===== src/rtl/run_ctrl_pkg.sv =====
// Shared types and constants for the run controller.
package run_ctrl_pkg;

    typedef enum logic [2:0] {
        IDLE = 3'd0,
        HOLD = 3'd1,
        RUN  = 3'd2,
        DONE = 3'd3,
        TOUT = 3'd4
    } run_state_t;

    // Address the program stores to when it finishes.
    localparam logic [31:0] TOHOST_DEFAULT = 32'h0000_0FFC;
    // Exit value that reports a passing program.
    localparam logic [31:0] PASS_CODE      = 32'h0000_0001;

endpackage


===== src/rtl/sat_counter.sv =====
// Saturating up-counter with synchronous clear and an enable.
// The counter holds at all-ones and never wraps.
module sat_counter #(
    parameter int WIDTH = 32
) (
    input  logic             clk,
    input  logic             reset,
    input  logic             clr,
    input  logic             en,
    output logic [WIDTH-1:0] count
);

    // Clear wins over counting; increments stop at all-ones.
    always_ff @(posedge clk or negedge reset) begin
        if (!reset)
            count <= '0;
        else if (clr)
            count <= '0;
        else if (en && (count != '1))
            count <= count + 1'b1;
    end

endmodule


===== src/rtl/run_controller.sv =====
// Run controller: holds the CPU in reset for a programmable number of
// cycles after start, then runs it until it stores to the tohost address
// or, when RUN_CONTROLLER_WATCHDOG_EN is defined, the watchdog expires.
// Without RUN_CONTROLLER_WATCHDOG_EN the TOUT state is never entered
// and timeout is tied low.
module run_controller
    import run_ctrl_pkg::*;
#(
    parameter int          RESET_CYCLES   = 2,
    parameter int          TIMEOUT_CYCLES = 256,
    parameter logic [31:0] TOHOST_ADDR    = TOHOST_DEFAULT,
    parameter int          CNT_W          = 32
) (
    input  logic             clk,
    input  logic             reset,
    input  logic             start,
    input  logic             instr_retire,
    input  logic             memory_write_en,
    input  logic [31:0]      memory_write_address,
    input  logic [31:0]      memory_write,
    output logic             cpu_reset,
    output logic             running,
    output logic             done,
    output logic             pass,
    output logic             timeout,
    output logic [31:0]      exit_code,
    output logic [CNT_W-1:0] cycle_count,
    output logic [CNT_W-1:0] retire_count
);

    // Wide enough to hold RESET_CYCLES-1, and at least one bit.
    localparam int HOLD_W = $clog2(RESET_CYCLES + 1);

    run_state_t        state, next_state;
    logic [HOLD_W-1:0] hold_cnt;
    logic              clr;
    logic              tohost_hit;
    logic              wd_hit;
    logic              in_run;

    assign in_run     = (state == RUN);
    assign tohost_hit = memory_write_en && (memory_write_address == TOHOST_ADDR);

`ifdef RUN_CONTROLLER_WATCHDOG_EN
    assign wd_hit = (cycle_count == CNT_W'(TIMEOUT_CYCLES - 1));
`else
    assign wd_hit = 1'b0;
`endif

    // State register.
    always_ff @(posedge clk or negedge reset) begin
        if (!reset)
            state <= IDLE;
        else
            state <= next_state;
    end

    // Next-state logic; a tohost hit beats a watchdog expiry in the same cycle.
    always_comb begin
        next_state = state;
        clr        = 1'b0;
        case (state)
            IDLE, DONE, TOUT: begin
                if (start) begin
                    next_state = HOLD;
                    clr        = 1'b1;
                end
            end
            HOLD: begin
                if (hold_cnt == '0)
                    next_state = RUN;
            end
            RUN: begin
                if (tohost_hit)
                    next_state = DONE;
                else if (wd_hit)
                    next_state = TOUT;
            end
            default: next_state = IDLE;
        endcase
    end

    // Hold counter, exit code and pass flag; all cleared by a new start.
    always_ff @(posedge clk or negedge reset) begin
        if (!reset) begin
            hold_cnt  <= '0;
            exit_code <= '0;
            pass      <= 1'b0;
        end else if (clr) begin
            hold_cnt  <= HOLD_W'(RESET_CYCLES - 1);
            exit_code <= '0;
            pass      <= 1'b0;
        end else begin
            if ((state == HOLD) && (hold_cnt != '0))
                hold_cnt <= hold_cnt - 1'b1;
            if (in_run && tohost_hit) begin
                exit_code <= memory_write;
                pass      <= (memory_write == PASS_CODE);
            end
        end
    end

`ifdef RUN_CONTROLLER_WATCHDOG_EN
    // Timeout flag is set only when the watchdog wins over a tohost hit.
    always_ff @(posedge clk or negedge reset) begin
        if (!reset)
            timeout <= 1'b0;
        else if (clr)
            timeout <= 1'b0;
        else if (in_run && !tohost_hit && wd_hit)
            timeout <= 1'b1;
    end
`else
    assign timeout = 1'b0;
`endif

    assign cpu_reset = !in_run;
    assign running   = in_run;
    assign done      = (state == DONE) || (state == TOUT);

    sat_counter #(.WIDTH(CNT_W)) u_cycle_cnt (
        .clk   (clk),
        .reset (reset),
        .clr   (clr),
        .en    (in_run),
        .count (cycle_count)
    );

    sat_counter #(.WIDTH(CNT_W)) u_retire_cnt (
        .clk   (clk),
        .reset (reset),
        .clr   (clr),
        .en    (in_run && instr_retire),
        .count (retire_count)
    );

endmodule


===== config.mk =====
export PLATFORM = sky130hd
export DESIGN_NAME = run_controller
export DESIGN_NICKNAME = d
export VERILOG_FILES = /design/src/rtl/run_ctrl_pkg.sv /design/src/rtl/sat_counter.sv /design/src/rtl/run_controller.sv
export SDC_FILE = /design/constraint.sdc
export NUM_CORES = 1
export LEC_CHECK = 0
export CORE_ASPECT_RATIO = 1.25
export CORE_MARGIN = 2
export CORE_UTILIZATION = 42
export CTS_CLUSTER_DIAMETER = 200
export DETAILED_ROUTE_END_ITERATION = 16
export PLACE_DENSITY_LB_ADDON = 0.12
export SYNTH_ARGS = -nofsm -noshare
export SYNTH_HDL_FRONTEND = slang
export SYNTH_SLANG_ARGS = --single-unit

===== constraint.sdc =====
create_clock -name clk -period 3.2 [get_ports clk]
set_clock_uncertainty 0.05 [all_clocks]
set_input_delay 0.96 -clock clk [delete_from_list [all_inputs] [get_ports clk]]
set_output_delay 0.96 -clock clk [all_outputs]
set_load 0.005 [all_outputs]

==> out/results.ini <==
[cts]
cts_buffers=9
worst_skew_pair.late_latency_ns=0.34
post_cts_buffers=0
cts_tree=built
path_clk_slew_ns=0.07
post_cts_resized=0
numClockSinks=101
htree_levels=3
cts.path.max_buffers=2
hold_buffers=0
cts-root-buf=clkbuf_16

[floorplan]
start_util_pct=43.3
fp.coreArea_sq_um=12200
rows=45
die_y_microns=130
io_pins=170
die_width_microns=104
dieArea_sq_um=13500

[synth]
synthAdderAreaFrac_pct=1.65
synth-compound-area-share_pct=11.3
synth_edf_count=0
synth_fp_nets=630
ys_warn_count=0
async_reset_ff_share_pct=100
ys_types=41
synth_simple_gate_area_share_pct=26.0
syn_inst=554
ys_seq_elements=101
seq_area_frac_synth_pct=47.7
ys.flop_type=dfrtp_1
synth_area_per_cell_sq_um=9.56
syn_area_sq_um=5300
synth_top_family_by_area=simple AND/OR/NAND/NOR gates
synth-xor-area-share_pct=3.14
synthMuxAreaShare_pct=6.62

[route]
via_count=4959
drc_errors=0
avgViaCountPerCell=5.60
drt_iter0_markers=227
routedWlPerCell_microns=16.5
wl_met3_microns=743
drt-met1-wl_microns=6200
wl_met2_microns=7530
drt_first_pass_iters=4
ant_nets=0
routed.top_layer=met4
wirelength_microns=14600

[placement]
dpl_worst_slack_ns=0.0476
dp_hpwl_microns=10600
place_congestion=0.794
portBuffers=168

[sta]
setup_viol=0
setup_ws_ns=0.392
max_freq_mhz=356
whs_ns=0.474
timing_worst_slew_pin_value_ns=0.664
fin_crit_ns=2.81
fin_crit_sh_pct=87.7
rsz0062_at_grt=no
maxSlewHeadroom_pct=55.6
hold_viol_final=0
slew_violations=0
tns_ns=0

[job]
maxCapViolCount=0

[critical_path]
path_max_fanout=5
path_class=reg -> out
r2r_cells=6
worstPathArrival_ns=1.80
critical_path.startpoint_type=flip-flop
cp.required_ns=2.19
end_kind=output pin

[global_route]
grt-ovfl-total=0
grt_max_degree=54
antenna_found_initial=0
grtUsageTotal_pct=22.1
grt_pass1_vias=5053
grt_pass1_wl_microns=24600

[min_path]
hold_path_depth=2
hold_class=reg -> reg

[finish]
nNetsFinal=793
syn_to_final_growth_pct=42.4
fillers=1076
final_layout_size_suffix_gt1_share_pct=5.40
fin_util_pct=61.7
diodes=0

[power_and_ir_drop]
vdd_ir_drop_max_uv=363
p_per_area_nw_per_um2=438
p_leak_nw=2.96

[status]
outcome=finished clean

## stage by stage
| step | power (W) | instance area (sq um) | std cells |
|---|---|---|---|
| floorplan | 0.00179 | 5300 | 554 |
| global placement | 0.00218 | 7230 | 870 |
| detailed placement | 0.00221 | 7230 | 870 |
| CTS | 0.00334 | 7540 | 886 |
| global route | 0.00348 | 7540 | 886 |
| finish | 0.00330 | 7540 | 886 |
## critical path, cell delays in order, from the launching register on
cell and delay, ns:
dfrtp_1 0.40, inv_1 0.08, ha_1 0.21, inv_1 0.22, clkdlybuf4s50_1 0.56
## path summary, 6_finish.rpt
| kind | start | endpoint | slack [ns] |
|---|---|---|---|
| max | state[0]$_DFFE_PN0P_ | cpu_reset | 0.39 |
| min | exit_code[28]$_DFFE_PN0P_ | exit_code[28]$_DFFE_PN0P_ | 0.47 |
| max reg2reg | state[0]$_DFFE_PN0P_ | u_cycle_cnt.count[31]$_DFFE_PN0P_ | 0.70 |
| min reg2reg | exit_code[28]$_DFFE_PN0P_ | exit_code[28]$_DFFE_PN0P_ | 0.47 |
| max in group asynchronous | reset | u_retire_cnt.count[0]$_DFFE_PN0P_ | 1.91 |
| min in group asynchronous | reset | exit_code[29]$_DFFE_PN0P_ | 0.59 |
## layout make-up
class	instances	area (sq um)	share of cell area, %
clock buffer	11	253	3.35
clock inverter	5	57.6	0.763
inverter	13	48.8	0.647
multi-input combinational	410	2600	34.5
sequential	101	2530	33.5
tap	164	205	2.72
timing repair buffer	182	1850	24.5
## layer usage
| metal | up-vias | track usage (%) |
|---|---|---|
| li1 | 2383 | - |
| met1 | 2438 | 27.9 |
| met2 | 132 | 38.9 |
| met3 | 6 | 4.63 |
| met4 | 0 | 5.64 |
| met5 | - | 0 |
## state kept, by name (all words and copies together), names as in the netlist
name                flops
u_cycle_cnt.count      32
hold_cnt                2
exit_code              32
pass                    1
u_retire_cnt.count     32
state                   2
## kinds of logic (layout without fill, tap and decap cells)
group,after synthesis,in the layout
fa+ha+maj,7,7
flops,101,101
xor+xnor,19,19
compound gates,95,95
other cells,1,1
mux,35,35
simple gates,253,253
buf+inv,43,211
## layout by cell type (no fill, tap or decap), drive strengths merged, types with 16 or more instances in the layout
master         instances
nor4                  16
nand2                 41
clkdlybuf4s50        167
a21oi                 35
dfrtp                101
nand4                 20
nor2                  62
nand3                 24
mux2i                 35
xnor2                 18
o31ai                 17
or4                   23
## cells in the mapped netlist, types with 4 or more instances
| cell | count | share of area, % |
|---|---|---|
| dfrtp_1 | 101 | 48 |
| nor2_1 | 62 | 4.4 |
| nand2_1 | 41 | 2.9 |
| a21oi_1 | 35 | 3.3 |
| mux2i_1 | 35 | 6.6 |
| nand3_1 | 24 | 2.3 |
| or4_1 | 23 | 3.3 |
| nand4_1 | 20 | 2.4 |
| clkbuf_1 | 18 | 1.3 |
| xnor2_1 | 18 | 3.0 |
| o31ai_1 | 17 | 2.4 |
| nor4_1 | 15 | 1.8 |
| o21ai_0 | 15 | 1.4 |
| or3_1 | 15 | 1.8 |
| and4_1 | 14 | 2.3 |
| inv_1 | 13 | 0.92 |
| and3_1 | 11 | 1.3 |
| nor3_1 | 9 | 0.85 |
| o211ai_1 | 9 | 1.3 |
| a211oi_1 | 7 | 0.99 |
| buf_2 | 7 | 0.66 |
| ha_1 | 7 | 1.7 |
| and2_1 | 6 | 0.71 |
| nor4b_1 | 6 | 0.99 |
| a31o_2 | 4 | 0.66 |
## where the power goes
group / internal, W / switching (W) / total (W) / leakage, nW
sequential: 0.00132 / 0.0000460 / 0.00137 / 1.40
combinational: 0.000333 / 0.000469 / 0.000802 / 1.40
clock: 0.000651 / 0.000483 / 0.00113 / 0.156
total: 0.00231 / 0.000998 / 0.00330 / 2.96
No activity file was read; power rests on OpenSTA's default activity.
